### config.mk
export PLATFORM = sky130hd
export DESIGN_NAME = muldiv_unit_flat
export DESIGN_NICKNAME = d
export VERILOG_FILES = /design/src/rtl/muldiv_pkg.sv /design/src/rtl/muldiv_if.sv /design/src/rtl/muldiv_unit.sv /design/src/flat_wrapper.sv
export SDC_FILE = /design/constraint.sdc
export NUM_CORES = 1
export LEC_CHECK = 0
export BUFFER_PORTS_ARGS = -buffer_cell sky130_fd_sc_hd__buf_2
export CAP_MARGIN = 40
export CORE_MARGIN = 3
export CORE_UTILIZATION = 60
export CTS_CLUSTER_DIAMETER = 100
export DETAILED_ROUTE_END_ITERATION = 16
export HOLD_SLACK_MARGIN = 0.15
export PLACE_DENSITY = 0.92
export SYNTH_ARGS = -nofsm -noshare
export SYNTH_HDL_FRONTEND = slang
export SYNTH_SLANG_ARGS = --single-unit
### constraint.sdc
create_clock -name clk -period 11 [get_ports clk]
set_clock_uncertainty 0.15 [all_clocks]
set_input_delay 0.55 -clock clk [delete_from_list [all_inputs] [get_ports clk]]
set_output_delay 0.55 -clock clk [all_outputs]
set_load 0.03 [all_outputs]
### src/rtl/muldiv_pkg.sv
// Shared types and constants for the iterative multiply/divide unit.
// Op encodings, FSM states and the fixed iteration count live here.
package muldiv_pkg;

    typedef enum logic [1:0] {
        OP_MULT  = 2'b00,
        OP_MULTU = 2'b01,
        OP_DIV   = 2'b10,
        OP_DIVU  = 2'b11
    } md_op_e;

    typedef enum logic [1:0] {
        IDLE = 2'b00,
        RUN  = 2'b01,
        FIX  = 2'b10
    } md_state_e;

    localparam int MD_ITERS = 32;
    localparam int MD_CNT_W = $clog2(MD_ITERS);

    // Bit 1 of the encoding separates divides from multiplies, bit 0 marks unsigned.
    function automatic logic op_is_div(input md_op_e op);
        return op[1];
    endfunction

    function automatic logic op_is_signed(input md_op_e op);
        return ~op[0];
    endfunction

endpackage

### src/rtl/muldiv_if.sv
// Request/result bundle between the control datapath and the muldiv unit.
// The master drives operands and move requests; the slave returns HI/LO and status.
interface muldiv_if #(
    parameter int WIDTH = 32
) ();

    logic             start;
    logic [1:0]       op;
    logic [WIDTH-1:0] a;
    logic [WIDTH-1:0] b;
    logic             mthi;
    logic             mtlo;
    logic [WIDTH-1:0] wdata;
    logic [WIDTH-1:0] hi;
    logic [WIDTH-1:0] lo;
    logic             busy;
    logic             done;

    modport master (
        output start, op, a, b, mthi, mtlo, wdata,
        input  hi, lo, busy, done
    );

    modport slave (
        input  start, op, a, b, mthi, mtlo, wdata,
        output hi, lo, busy, done
    );

endinterface

### src/rtl/muldiv_unit.sv
// Iterative MULT/MULTU/DIV/DIVU over a fixed 34-cycle sequence, plus MTHI/MTLO.
// Operands are reduced to magnitudes on start; signs are reapplied in FIX.
//
//   state | meaning
//   IDLE  | accept start (priority) or MTHI/MTLO writes
//   RUN   | one shift-add or restoring-divide step per cycle, 32 steps
//   FIX   | sign-correct the accumulator and write HI/LO, pulse done
module muldiv_unit
    import muldiv_pkg::*;
#(
    parameter int WIDTH = 32
) (
    input  logic      clk,
    input  logic      reset,
    muldiv_if.slave   bus
);

    localparam int W2 = 2 * WIDTH;
    localparam logic [MD_CNT_W-1:0] CNT_LAST = MD_CNT_W'(MD_ITERS - 1);

    md_state_e           state_q,    state_d;
    logic [MD_CNT_W-1:0] cnt_q,      cnt_d;
    logic [W2-1:0]       acc_q,      acc_d;
    logic [WIDTH-1:0]    opnd_q,     opnd_d;
    logic [WIDTH-1:0]    a_raw_q,    a_raw_d;
    logic                is_div_q,   is_div_d;
    logic                neg_res_q,  neg_res_d;
    logic                neg_rem_q,  neg_rem_d;
    logic                div_zero_q, div_zero_d;
    logic [WIDTH-1:0]    hi_q,       hi_d;
    logic [WIDTH-1:0]    lo_q,       lo_d;
    logic                busy_q,     busy_d;
    logic                done_q,     done_d;

    md_op_e           op_in;
    logic             a_neg;
    logic             b_neg;
    logic [WIDTH-1:0] a_mag;
    logic [WIDTH-1:0] b_mag;
    logic [WIDTH:0]   mul_sum;
    logic [WIDTH:0]   div_rem;
    logic [WIDTH+1:0] div_diff;
    logic [W2-1:0]    acc_step;
    logic [W2-1:0]    prod_fix;
    logic [WIDTH-1:0] quo_fix;
    logic [WIDTH-1:0] rem_fix;

    always_comb begin
        op_in = md_op_e'(bus.op);
        a_neg = op_is_signed(op_in) & bus.a[WIDTH-1];
        b_neg = op_is_signed(op_in) & bus.b[WIDTH-1];
        a_mag = a_neg ? -bus.a : bus.a;
        b_mag = b_neg ? -bus.b : bus.b;

        // Multiply: low half holds the multiplier, consumed LSB-first as the sum shifts in.
        mul_sum  = {1'b0, acc_q[W2-1:WIDTH]} + {1'b0, opnd_q};
        // Divide: shifted partial remainder can reach WIDTH+1 bits before the trial subtract.
        div_rem  = acc_q[W2-1:WIDTH-1];
        div_diff = {1'b0, div_rem} - {2'b00, opnd_q};

        if (is_div_q) begin
            if (!div_diff[WIDTH+1]) begin
                acc_step = {div_diff[WIDTH-1:0], acc_q[WIDTH-2:0], 1'b1};
            end else begin
                acc_step = {div_rem[WIDTH-1:0], acc_q[WIDTH-2:0], 1'b0};
            end
        end else if (acc_q[0]) begin
            acc_step = {mul_sum, acc_q[WIDTH-1:1]};
        end else begin
            acc_step = {1'b0, acc_q[W2-1:1]};
        end

        prod_fix = neg_res_q ? -acc_q : acc_q;
        quo_fix  = neg_res_q ? -acc_q[WIDTH-1:0] : acc_q[WIDTH-1:0];
        rem_fix  = neg_rem_q ? -acc_q[W2-1:WIDTH] : acc_q[W2-1:WIDTH];
    end

    always_comb begin
        state_d    = state_q;
        cnt_d      = cnt_q;
        acc_d      = acc_q;
        opnd_d     = opnd_q;
        a_raw_d    = a_raw_q;
        is_div_d   = is_div_q;
        neg_res_d  = neg_res_q;
        neg_rem_d  = neg_rem_q;
        div_zero_d = div_zero_q;
        hi_d       = hi_q;
        lo_d       = lo_q;
        busy_d     = busy_q;
        done_d     = 1'b0;

        case (state_q)
            IDLE: begin
                if (bus.start) begin
                    state_d    = RUN;
                    cnt_d      = '0;
                    busy_d     = 1'b1;
                    acc_d      = {{WIDTH{1'b0}}, a_mag};
                    opnd_d     = b_mag;
                    a_raw_d    = bus.a;
                    is_div_d   = op_is_div(op_in);
                    neg_res_d  = a_neg ^ b_neg;
                    neg_rem_d  = a_neg & op_is_div(op_in);
                    div_zero_d = (bus.b == '0);
                end else begin
                    if (bus.mthi) hi_d = bus.wdata;
                    if (bus.mtlo) lo_d = bus.wdata;
                end
            end
            RUN: begin
                acc_d = acc_step;
                cnt_d = cnt_q + 1'b1;
                if (cnt_q == CNT_LAST) state_d = FIX;
            end
            FIX: begin
                if (!is_div_q) begin
                    {hi_d, lo_d} = prod_fix;
                end else if (div_zero_q) begin
                    hi_d = a_raw_q;
                    lo_d = '1;
                end else begin
                    hi_d = rem_fix;
                    lo_d = quo_fix;
                end
                busy_d  = 1'b0;
                done_d  = 1'b1;
                state_d = IDLE;
            end
            default: begin
                state_d = IDLE;
                busy_d  = 1'b0;
            end
        endcase
    end

    always_ff @(posedge clk or posedge reset) begin
        if (reset) begin
            state_q    <= IDLE;
            cnt_q      <= '0;
            acc_q      <= '0;
            opnd_q     <= '0;
            a_raw_q    <= '0;
            is_div_q   <= 1'b0;
            neg_res_q  <= 1'b0;
            neg_rem_q  <= 1'b0;
            div_zero_q <= 1'b0;
            hi_q       <= '0;
            lo_q       <= '0;
            busy_q     <= 1'b0;
            done_q     <= 1'b0;
        end else begin
            state_q    <= state_d;
            cnt_q      <= cnt_d;
            acc_q      <= acc_d;
            opnd_q     <= opnd_d;
            a_raw_q    <= a_raw_d;
            is_div_q   <= is_div_d;
            neg_res_q  <= neg_res_d;
            neg_rem_q  <= neg_rem_d;
            div_zero_q <= div_zero_d;
            hi_q       <= hi_d;
            lo_q       <= lo_d;
            busy_q     <= busy_d;
            done_q     <= done_d;
        end
    end

    assign bus.hi   = hi_q;
    assign bus.lo   = lo_q;
    assign bus.busy = busy_q;
    assign bus.done = done_q;

endmodule

### src/flat_wrapper.sv
// flat-port wrapper written by rule: the top's interface ports become plain ports
module muldiv_unit_flat import muldiv_pkg::*;
#(
    parameter int WIDTH = 32
)
  (clk, reset, bus_start, bus_op, bus_a, bus_b, bus_mthi, bus_mtlo, bus_wdata, bus_hi, bus_lo, bus_busy, bus_done);
  muldiv_if #(.WIDTH(WIDTH)) bus_i ();
  input  logic clk;
  input  logic reset;
  input wire logic [$bits(bus_i.start)-1:0] bus_start;
  input wire logic [$bits(bus_i.op)-1:0] bus_op;
  input wire logic [$bits(bus_i.a)-1:0] bus_a;
  input wire logic [$bits(bus_i.b)-1:0] bus_b;
  input wire logic [$bits(bus_i.mthi)-1:0] bus_mthi;
  input wire logic [$bits(bus_i.mtlo)-1:0] bus_mtlo;
  input wire logic [$bits(bus_i.wdata)-1:0] bus_wdata;
  output wire logic [$bits(bus_i.hi)-1:0] bus_hi;
  output wire logic [$bits(bus_i.lo)-1:0] bus_lo;
  output wire logic [$bits(bus_i.busy)-1:0] bus_busy;
  output wire logic [$bits(bus_i.done)-1:0] bus_done;
  assign bus_i.start = bus_start;
  assign bus_i.op = bus_op;
  assign bus_i.a = bus_a;
  assign bus_i.b = bus_b;
  assign bus_i.mthi = bus_mthi;
  assign bus_i.mtlo = bus_mtlo;
  assign bus_i.wdata = bus_wdata;
  assign bus_hi = bus_i.hi;
  assign bus_lo = bus_i.lo;
  assign bus_busy = bus_i.busy;
  assign bus_done = bus_i.done;
  muldiv_unit #(.WIDTH(WIDTH)) u_core (.clk(clk), .reset(reset), .bus(bus_i));
endmodule
# --- After elaboration in Yosys (flattened, before gate mapping) ---
# Index checks and enable logic that the tools add are counted.
classes:
  n_bitwise: 6
  n_mux: 28
  add_sub_neg: 8
  reduce_logical: 10
  eq_ne: 8
op_table:
  columns: ["cell", "n"]
  rows:
  - ["$mux W32", 12]
  - ["$mux W64", 5]
  - ["$neg A32 Y32", 4]
  - ["$pmux W32 S2", 2]
  - ["$pmux W64 S2", 1]
  - ["$neg A64 Y64", 1]
  - ["$sub A33 B32 Y34", 1]
  - ["$add A32 B32 Y33", 1]
  - ["$logic_not A32 Y1", 1]
  - ["$pmux W5 S2", 1]
  - ["$ne A2 B2 Y1 const B", 4]
  - ["$reduce_and A2 Y1", 4]
  - ["$reduce_and A3 Y1", 2]
  - ["$add A5 B1 Y5 const B", 1]
  - ["$eq A5 B5 Y1 const B", 1]
  - ["$mux W5", 1]
  - ["$mux W2", 2]
  - ["$pmux W2 S2", 1]
  - ["$reduce_bool A2 Y1", 2]
  - ["$and A1 B1 Y1", 3]
  - ["$eq A2 B1 Y1 const B", 1]
  - ["$eq A2 B2 Y1 const B", 1]
  - ["$logic_not A2 Y1", 1]
  - ["$mux W1", 2]
  - ["4 further kinds", 5]
word_totals:
  ff_bits: 205
  wordCells: 73

# --- Depth between registers and ports, before layout ---
# Gate-level depths: netlist (run 1).
logic_depth:
  ltp_word: 5
  depth_mapped: 14
  depth_no_buf: 13

# --- Worst setup path after synthesis (run 1) ---
# Ideal clock, no wire load.
synth_timing:
  path_kind: "reg-to-reg"
  start: "register u_core.acc_q[31]"
  end: "register u_core.acc_q[60]"
  stages_incl_launch_ff: 14
  setup_time_ns: 0.110
  setup_slack_ns: 7.677
  t_arrival_ns: 3.063
  t_required_ns: 10.740
  synth_period_minus_slack_ns: 3.323
  path_cell_list: "dfrtp_1 inv_1 ha_1 inv_1 fa_1 a211oi_1 o211ai_1 nor4b_1 o211ai_1 a211o_1 or3_1 mux2i_1 o311a_1 o41ai_1"
synth_between:
  elab_chain_len: 4
synth_lines:
  columns: ["item", "line_no", "source"]
  rows:
  - ["start, declared", "muldiv_unit.sv:23", "logic [W2-1:0] acc_q, acc_d;"]
  - ["start signal, assigned", "muldiv_unit.sv:141", "acc_q <= '0;"]
  - ["start signal, assigned", "muldiv_unit.sv:155", "acc_q <= acc_d;"]
  - ["$sub A33 B32 Y34", "muldiv_unit.sv:59", "div_diff = {1'b0, div_rem} - {2'b00, opnd_q};"]
  - ["$mux W64", "muldiv_unit.sv:62", "if (!div_diff[WIDTH+1]) begin"]
  - ["$mux W64", "muldiv_unit.sv:61", "if (is_div_q) begin"]
  - ["$pmux W64 S2", "muldiv_unit.sv:93", "case (state_q)"]
# No other way between the ends.
# A chain may end at the register's enable or synchronous reset.

# --- Final worst setup path (run 1) ---
layout_timing:
  start: "register u_core.acc_q[32]"
  end: "register u_core.acc_q[62]"
layout_between:
  elab_chain_len: 4
  word_cells_on_any_way: 6
  classes_between: "2 x add/sub; 4 x mux"
layout_lines:
  columns: ["item", "line_no"]
  rows:
  - ["$sub A33 B32 Y34 / $add A32 B32 Y33 (equally long branches)", "muldiv_unit.sv:59, muldiv_unit.sv:56"]
  - ["$mux W64 (on tied branches)", "muldiv_unit.sv:62, muldiv_unit.sv:67"]
  - ["$mux W64 (*)", "muldiv_unit.sv:61"]
  - ["$pmux W64 S2 (*)", "muldiv_unit.sv:93"]
# Every way passes the cells marked *; elsewhere a longest branch is shown, timed or not.

==> reports/metrics.cfg, run 1 <==
[worst_setup_path]
critPathMaxStageDelay_ps = 660
end_kind = flip-flop
ff2ff_setup_slack_ps = 6720
path_max_fanout = 48
cp_slowest_cell = o31ai_1
cpMostUsedCell = o31ai_1
worstSetupPathType = flip-flop to flip-flop
r2r_cells = 11
cp-start-kind = flip-flop
crit_chain = ha_1, nor2b_1, o31a_1, o31ai_1, o21a_1, o32ai_1, a31oi_4, buf_4, nor3_1, a32o_1, o31ai_1
regToRegEndpoint = u_core.acc_q[62]
r2r_start = u_core.acc_q[32]
cp_data_arrival_time_ps = 4560
required_ps = 11280

[min_path]
holdPathEnd = u_core.bus.lo[13]
worstHoldPathType = primary input to flip-flop
hp-start = bus_wdata[13]
whs_path_depth = 2

[sta]
finalHoldViolCount = 0
rsz0062_at_grt = no
fmax_ghz = 0.234
timing.final.crit_share_pct = 38.9
drv_slew = 0
setup_ws_ps = 6720
period_needed_ps = 4280
timing.slew.headroom_pct = 36.8
tightest_slew_ps = 945
finalSetupTns_ps = 0
setup_viol = 0

[placed_design]
gp_congestion = 1.01
dp_hpwl_um = 42100
numPortBuffers = 168
pre_cts_ws_ps = 6870
postPlaceCellArea_um2 = 17500

[floorplanning]
io_pins = 169
fp-row-count = 60
die_h_um = 172
start_util_pct = 61.1
dieWidth_um = 172
dieArea_um2 = 29500
core_area_um2 = 27000

[logic_synthesis]
syn_nets = 2269
synth.avg_cell_area_um2 = 7.86
async_reset_ff_share_pct = 100
syn_inst = 2094
yosysSeqAreaShare_pct = 31.2
synth.area.top_cells = dfrtp_1 31%, nand2_1 7.9%, o21ai_0 7.8%
synth_ff_type = dfrtp_1
synth_top_area_share_pct = 31.2
ys_ff_latch = 205
yosysWarnings = 0
yosysTopAreaCell = dfrtp_1
netlist_area_um2 = 16500
synth_cell_type_count = 76
synth_edf_count = 0

[cts]
cts_buffers = 24
tritoncts = done
htreeDepth = 1
clk_latency_ps = 550
cts-root-buf = clkbuf_16
clkSlewWorstSetupHoldPaths_ps = 70
cts_setup_buffers = 0
ctsResizeCount = 0
max-clock-path-buffers = 3
cts_sinks = 205

[finish]
fin_nets = 2382
fin_area_um2 = 18700
final_cell_mix = 345 x nand2_1, 257 x o21ai_0, 203 x dfrtp_1
drive_gt1_share_pct = 12.1
diodes = 0
area_growth_pct = 13.5
final_common_cell = nand2_1

[global_route]
grt_pass1_vias = 16500
grt_pass1_wl_um = 90600
grt-ovfl-total = 0
grt_max_degree = 83
grtUsageTotal_pct = 38.7
antenna_found_initial = 1

[flow_run]
drv_cap = 0

[route]
wirelength_um = 58600
dr.pass1.iters = 8
viasPerCell = 6.83
dr.first_iter.drc_count = 2532
drc = 0
drtAntennaViolNets = 0
vias = 17500
drt-wirelength-per-cell_um = 22.8

[pwr]
p_leak_nw = 8.29
power_density_nw_per_um2 = 379
ir_drop_v = 0.000171

[status]
status = completed

-- worst max-delay path: cells and delay by family, from the launching register on --
| kind | cells | cell delay, ps |
|---|---|---|
| flops | 1 | 530 |
| simple gates | 2 | 240 |
| buf+inv | 1 | 520 |
| fa+ha+maj | 1 | 300 |
| compound gates | 7 | 2390 |
-- flip-flops by register name (all words and copies together), names as in the netlist --
register	cells
u_core.acc_q	64
u_core.a_raw_q	32
u_core.bus.hi	32
u_core.bus.lo	32
u_core.opnd_q	32
u_core.cnt_q	5
u_core.state_q	2
u_core.bus.busy	1
u_core.bus.done	1
u_core.div_zero_q	1
u_core.is_div_q	1
u_core.neg_rem_q	1
u_core.neg_res_q	1
-- cell usage after synthesis (30+ instances only) --
library cell,n
nor2_1,119
nand2_1,346
clkbuf_1,113
inv_1,67
dfrtp_1,205
o31ai_1,30
xnor2_1,108
a21oi_1,151
o21ai_0,257
xor2_1,64
mux2i_1,59
o22ai_1,43
ha_1,70
-- stage by stage --
step | instances | util (%) | power, mW | hold slack (ps)
final | 2565 | 69.4 | 7.08 | 153
after global routing | 2565 | 69.4 | 7.53 | 171
after CTS | 2565 | 69.4 | 6.92 | 151
after detailed placement | 2488 | 64.8 | 5.97 | 308
after global placement | 2482 | 64.4 | 5.81 | 306
after floorplan | 2094 | - | 4.79 | 290
-- report_power, final --
part / switching, mW / internal (mW)
Clock: 0.350 / 0.562
Combinational: 2.69 / 1.73
Sequential: 0.613 / 1.13
Total: 3.65 / 3.42
-- metal layers --
metal / track usage, % / share of wire [%]
met1: 53.5 / 40
met2: 58.9 / 44
met3: 9.33 / 12
met4: 14.9 / 4.3
met5: 0 / 0.022
-- repair_timing --
| action | CTS | global route |
|---|---|---|
| hold buffers | 34 | 0 |
| endpoints found under the hold margin | 107 | 0 |
| setup endpoints to repair | 0 | 0 |
-- logic make-up (layout without fill, tap and decap cells) --
logic type                 after synthesis  count (layout)  synth area share, %
DFF                                    205             205                 31.2
buffers and inverters                  208             338                 4.99
muxes                                   62              62                 3.79
adders and majority gates               72              72                 5.56
and+or+nand+nor                        665             665                 18.4
AOI/OAI and AO/OA                      710             710                 26.9
xor gates and xnor gates               172             172                 9.15
-- worst max-delay path by stage --
| stage | cells after the start | slack (ps) | endpoint | from |
|---|---|---|---|---|
| floorplan | 1 | 4700 | u_core.a_raw_q[0] | reset |
| global placement | 11 | 7020 | u_core.acc_q[49] | u_core.acc_q[32] |
| detailed placement | 11 | 6870 | u_core.acc_q[49] | u_core.acc_q[32] |
| CTS | 11 | 6860 | u_core.acc_q[49] | u_core.acc_q[32] |
| global route | 11 | 6550 | u_core.acc_q[47] | u_core.acc_q[32] |
| finish | 11 | 6720 | u_core.acc_q[62] | u_core.acc_q[32] |
-- cell type report --
cell class	instances	area, um2
clock inverter	13	224
timing repair buffer	227	1430
fill	2122	8260
clock buffer	30	654
tap	341	427
multi-input combinational	1681	10600
sequential	205	5130
inverter	68	263
Note: power is estimated with default switching activity, not from simulation.
==> inputs of run 2 (changes only) <==
--- a/config.mk
+++ b/config.mk
@@ -8,11 +8,11 @@
 export BUFFER_PORTS_ARGS = -buffer_cell sky130_fd_sc_hd__buf_2
 export CAP_MARGIN = 40
 export CORE_MARGIN = 3
-export CORE_UTILIZATION = 60
+export CORE_UTILIZATION = 55
 export CTS_CLUSTER_DIAMETER = 100
 export DETAILED_ROUTE_END_ITERATION = 16
 export HOLD_SLACK_MARGIN = 0.15
-export PLACE_DENSITY = 0.92
+export PLACE_DENSITY = 0.89
 export SYNTH_ARGS = -nofsm -noshare
 export SYNTH_HDL_FRONTEND = slang
 export SYNTH_SLANG_ARGS = --single-unit
==> constraint.sdc (replaced) <==
create_clock -name clk -period 3.6 [get_ports clk]
set_clock_uncertainty 0.15 [all_clocks]
set_input_delay 0.18 -clock clk [delete_from_list [all_inputs] [get_ports clk]]
set_output_delay 0.18 -clock clk [all_outputs]
set_load 0.03 [all_outputs]
==> run 2 against run 1 <==
The flow now finishes with violations (negative setup slack); clock-buffer cell count up 4; clock power increased to 2.8 times the previous value; sequential cell count unchanged; power increased to 3.2 times the previous value; worst hold slack gained 51 ps; cell area up 8.3%; non-clock buffer count grew 178; setup slack got worse by 6800 ps; critical path depth shrank 3; sequential power grew to 2.7 times the previous value; critical endpoint is now u_core.bus.hi[11]; largest cell class unchanged.
==> reports/metrics.cfg, run 2 (synthesized netlist as in run 1, its figures left out) <==
[status]
status = finished, violations left
violations = negative setup slack

[floorplanning]
dieArea_um2 = 32000  ; +8.8%
io_pins = 169  ; unchanged
dieWidth_um = 179  ; +4.3%
fp-row-count = 62  ; +3.3%
die_h_um = 179  ; +4.3%
start_util_pct = 56.6  ; -4.5 points
core_area_um2 = 29100  ; +7.9%

[finish]
drive_gt1_share_pct = 15.3  ; +3.2 points
final_cell_mix = 345 x nand2_1, 256 x o21ai_0, 203 x dfrtp_1
utilization_pct = 69.6  ; +0.24 points
fillers = 2277  ; +7.3%
largest_reg_flops = 64  ; unchanged
area_growth_pct = 23.0
final_common_cell = nand2_1
diodes = 0  ; unchanged
fin_nets = 2560  ; +7.5%
regMostFlops = u_core.acc_q

[cts]
cts-root-buf = clkbuf_16
cts_buffers = 24  ; unchanged
clkSlewWorstSetupHoldPaths_ps = 70  ; about the same
tritoncts = done
cts_sinks = 205  ; unchanged
clk_latency_ps = 540  ; about the same
htreeDepth = 1  ; unchanged
max-clock-path-buffers = 3  ; unchanged

[global_route]
grtUsageTotal_pct = 38.5  ; -0.12 points
grt_pass1_vias = 17300  ; +5.2%
grt_pass1_wl_um = 97100  ; +7.2%
antenna_found_initial = 1  ; unchanged
grt_max_degree = 100  ; +20%
grt-ovfl-total = 0  ; unchanged

[worst_setup_path]
crit_chain = nor4_1, nand2_1, nand4b_4, or3_4, o21ai_0, o22ai_1, o21ai_0, a21oi_1
end_kind = flip-flop
critPathBufInv = 0  ; -1
required_ps = 3860  ; -7420 ps
cpLargestDelayFamily = simple AND/OR/NAND/NOR gates
worstSetupPathType = flip-flop to flip-flop
cpMostUsedCell = o21ai_0
cp_slowest_cell = nor4_1
critPathMaxStageDelay_ps = 680  ; +20 ps
cp_data_arrival_time_ps = 3890  ; -670 ps
cp-start-kind = flip-flop
path_max_fanout = 7  ; -85%

[pwr]
p_sw_share_pct = 51.1  ; -0.51 points
power_switching_mw = 11.5  ; +220%
clkPwrFrac_pct = 11.2  ; -1.7 points
ir_drop_v = 0.000734  ; +330%
internal-power_mw = 11.0  ; +220%
combPwrFrac_pct = 68.3  ; +5.8 points
power_density_nw_per_um2 = 1110  ; +190%
power_frac_seq_pct = 20.5  ; -4.1 points
p_leak_nw = 9.06  ; +9.3%

[route]
drt-wirelength-per-cell_um = 22.7  ; -0.51%
vias = 18500  ; +5.7%
drc = 0  ; unchanged
dr.first_iter.drc_count = 2402  ; -5.1%
drtAntennaViolNets = 0  ; unchanged
wirelength_um = 63300  ; +8.1%
dr.pass1.iters = 7  ; -1
viasPerCell = 6.64  ; -2.7%

[placed_design]
pre_cts_ws_ps = -118  ; -6990 ps
gp_congestion = 1.05  ; +3.9%
numPortBuffers = 168  ; unchanged
dp_hpwl_um = 44400  ; +5.4%

[sta]
setup_viol = 1  ; +1
tightest_slew_ps = 899  ; -46.2 ps
finalHoldViolCount = 0  ; unchanged
fmax_ghz = 0.276  ; +18%
timing.slew.headroom_pct = 39.9  ; +3.2 points
rsz0062_at_grt = yes
finalSetupTns_ps = -29.6  ; -29.6 ps
timing.final.crit_share_pct = 101  ; +62 points
hold_ws_ps = 204  ; +50.9 ps
drv_slew = 0  ; unchanged
setup_ws_ps = -29.6  ; -6750 ps
period_needed_ps = 3630  ; -647 ps

[min_path]
worstHoldPathType = primary input to async pin

[flow_run]
drv_cap = 0  ; unchanged

==> run 2: cell count changes in the layout (fill, tap and decap cells not counted), sizes merged <==
cell           before  now
clkinv              5    6
clkinvlp            2    1
clkdlybuf4s18       1    0
dlygate4sd3        34  120
buf               192  285
bufinv              6    2
clkbuf             30   34
==> run 2: final cells by class <==
class,count,area (um2),area share (%)
timing repair buffer,405,2970,14.7
clock inverter,9,103,0.507
clock buffer,34,679,3.36
inverter,68,259,1.28
tap,384,480,2.37
sequential,205,5130,25.4
multi-input combinational,1681,10600,52.5
==> run 2: final timing paths <==
| check | end | slack [ps] | depth (start not counted) | start |
|---|---|---|---|---|
| setup / recovery | u_core.bus.hi[11] | -30 | 8 | u_core.acc_q[5] |
| max in group asynchronous | u_core.acc_q[8] | 2130 | 4 | reset |
| hold reg to reg | u_core.bus.lo[3] | 330 | 2 | u_core.bus.lo[3] |
| setup reg to reg | u_core.bus.hi[11] | -30 | 8 | u_core.acc_q[5] |
| hold / removal | u_core.opnd_q[3] | 200 | 3 | reset |
| min in group clk | u_core.a_raw_q[30] | 280 | 4 | bus_a[30] |
==> run 2: per-stage QoR <==
| stage | power (mW) | cells | instance area, um2 |
|---|---|---|---|
| 6_report | 22.6 | 2786 | 20200 |
| 5_1_grt | 23.9 | 2786 | 20200 |
| 4_1_cts | 21.8 | 2785 | 20200 |
| 3_5_place_dp | 19.1 | 2622 | 18200 |
| 3_3_place_gp | 18.7 | 2621 | 18200 |
| 2_1_floorplan | 14.6 | 2094 | 16500 |
==> run 2: routing by layer <==
metal	GRT usage [%]	wire, um	vias up
met5	0	14	-
met4	13.4	2520	2
met3	10.7	8220	245
met2	59.5	28200	1371
met1	52.1	24400	8747
li1	-	-	8135
==> run 2: repair_timing <==
action / CTS / global route
buffers inserted: 0 / 1
setup endpoints to repair: 1 / 17
endpoints found under the hold margin: 191 / 0
hold buffers: 120 / 0
resized for setup: 1 / 12
pin swaps: 0 / 3
==> run 2: power groups by stage <==
stage	Sequential [mW]	Clock (mW)	Combinational, mW
after floorplan	4.94	0	9.68
after global placement	4.50	0	14.2
after detailed placement	4.55	0	14.6
after CTS	4.52	2.51	14.8
after global routing	4.68	2.61	16.6
final	4.62	2.53	15.4
==> run 2: worst register-to-register path, stage by stage, from the launching register on <==
cell,delay [ps]
dfrtp_1,500
nor4_1,680
nand2_1,310
nand4b_4,310
or3_4,500
o21ai_0,390
o22ai_1,130
o21ai_0,410
a21oi_1,140
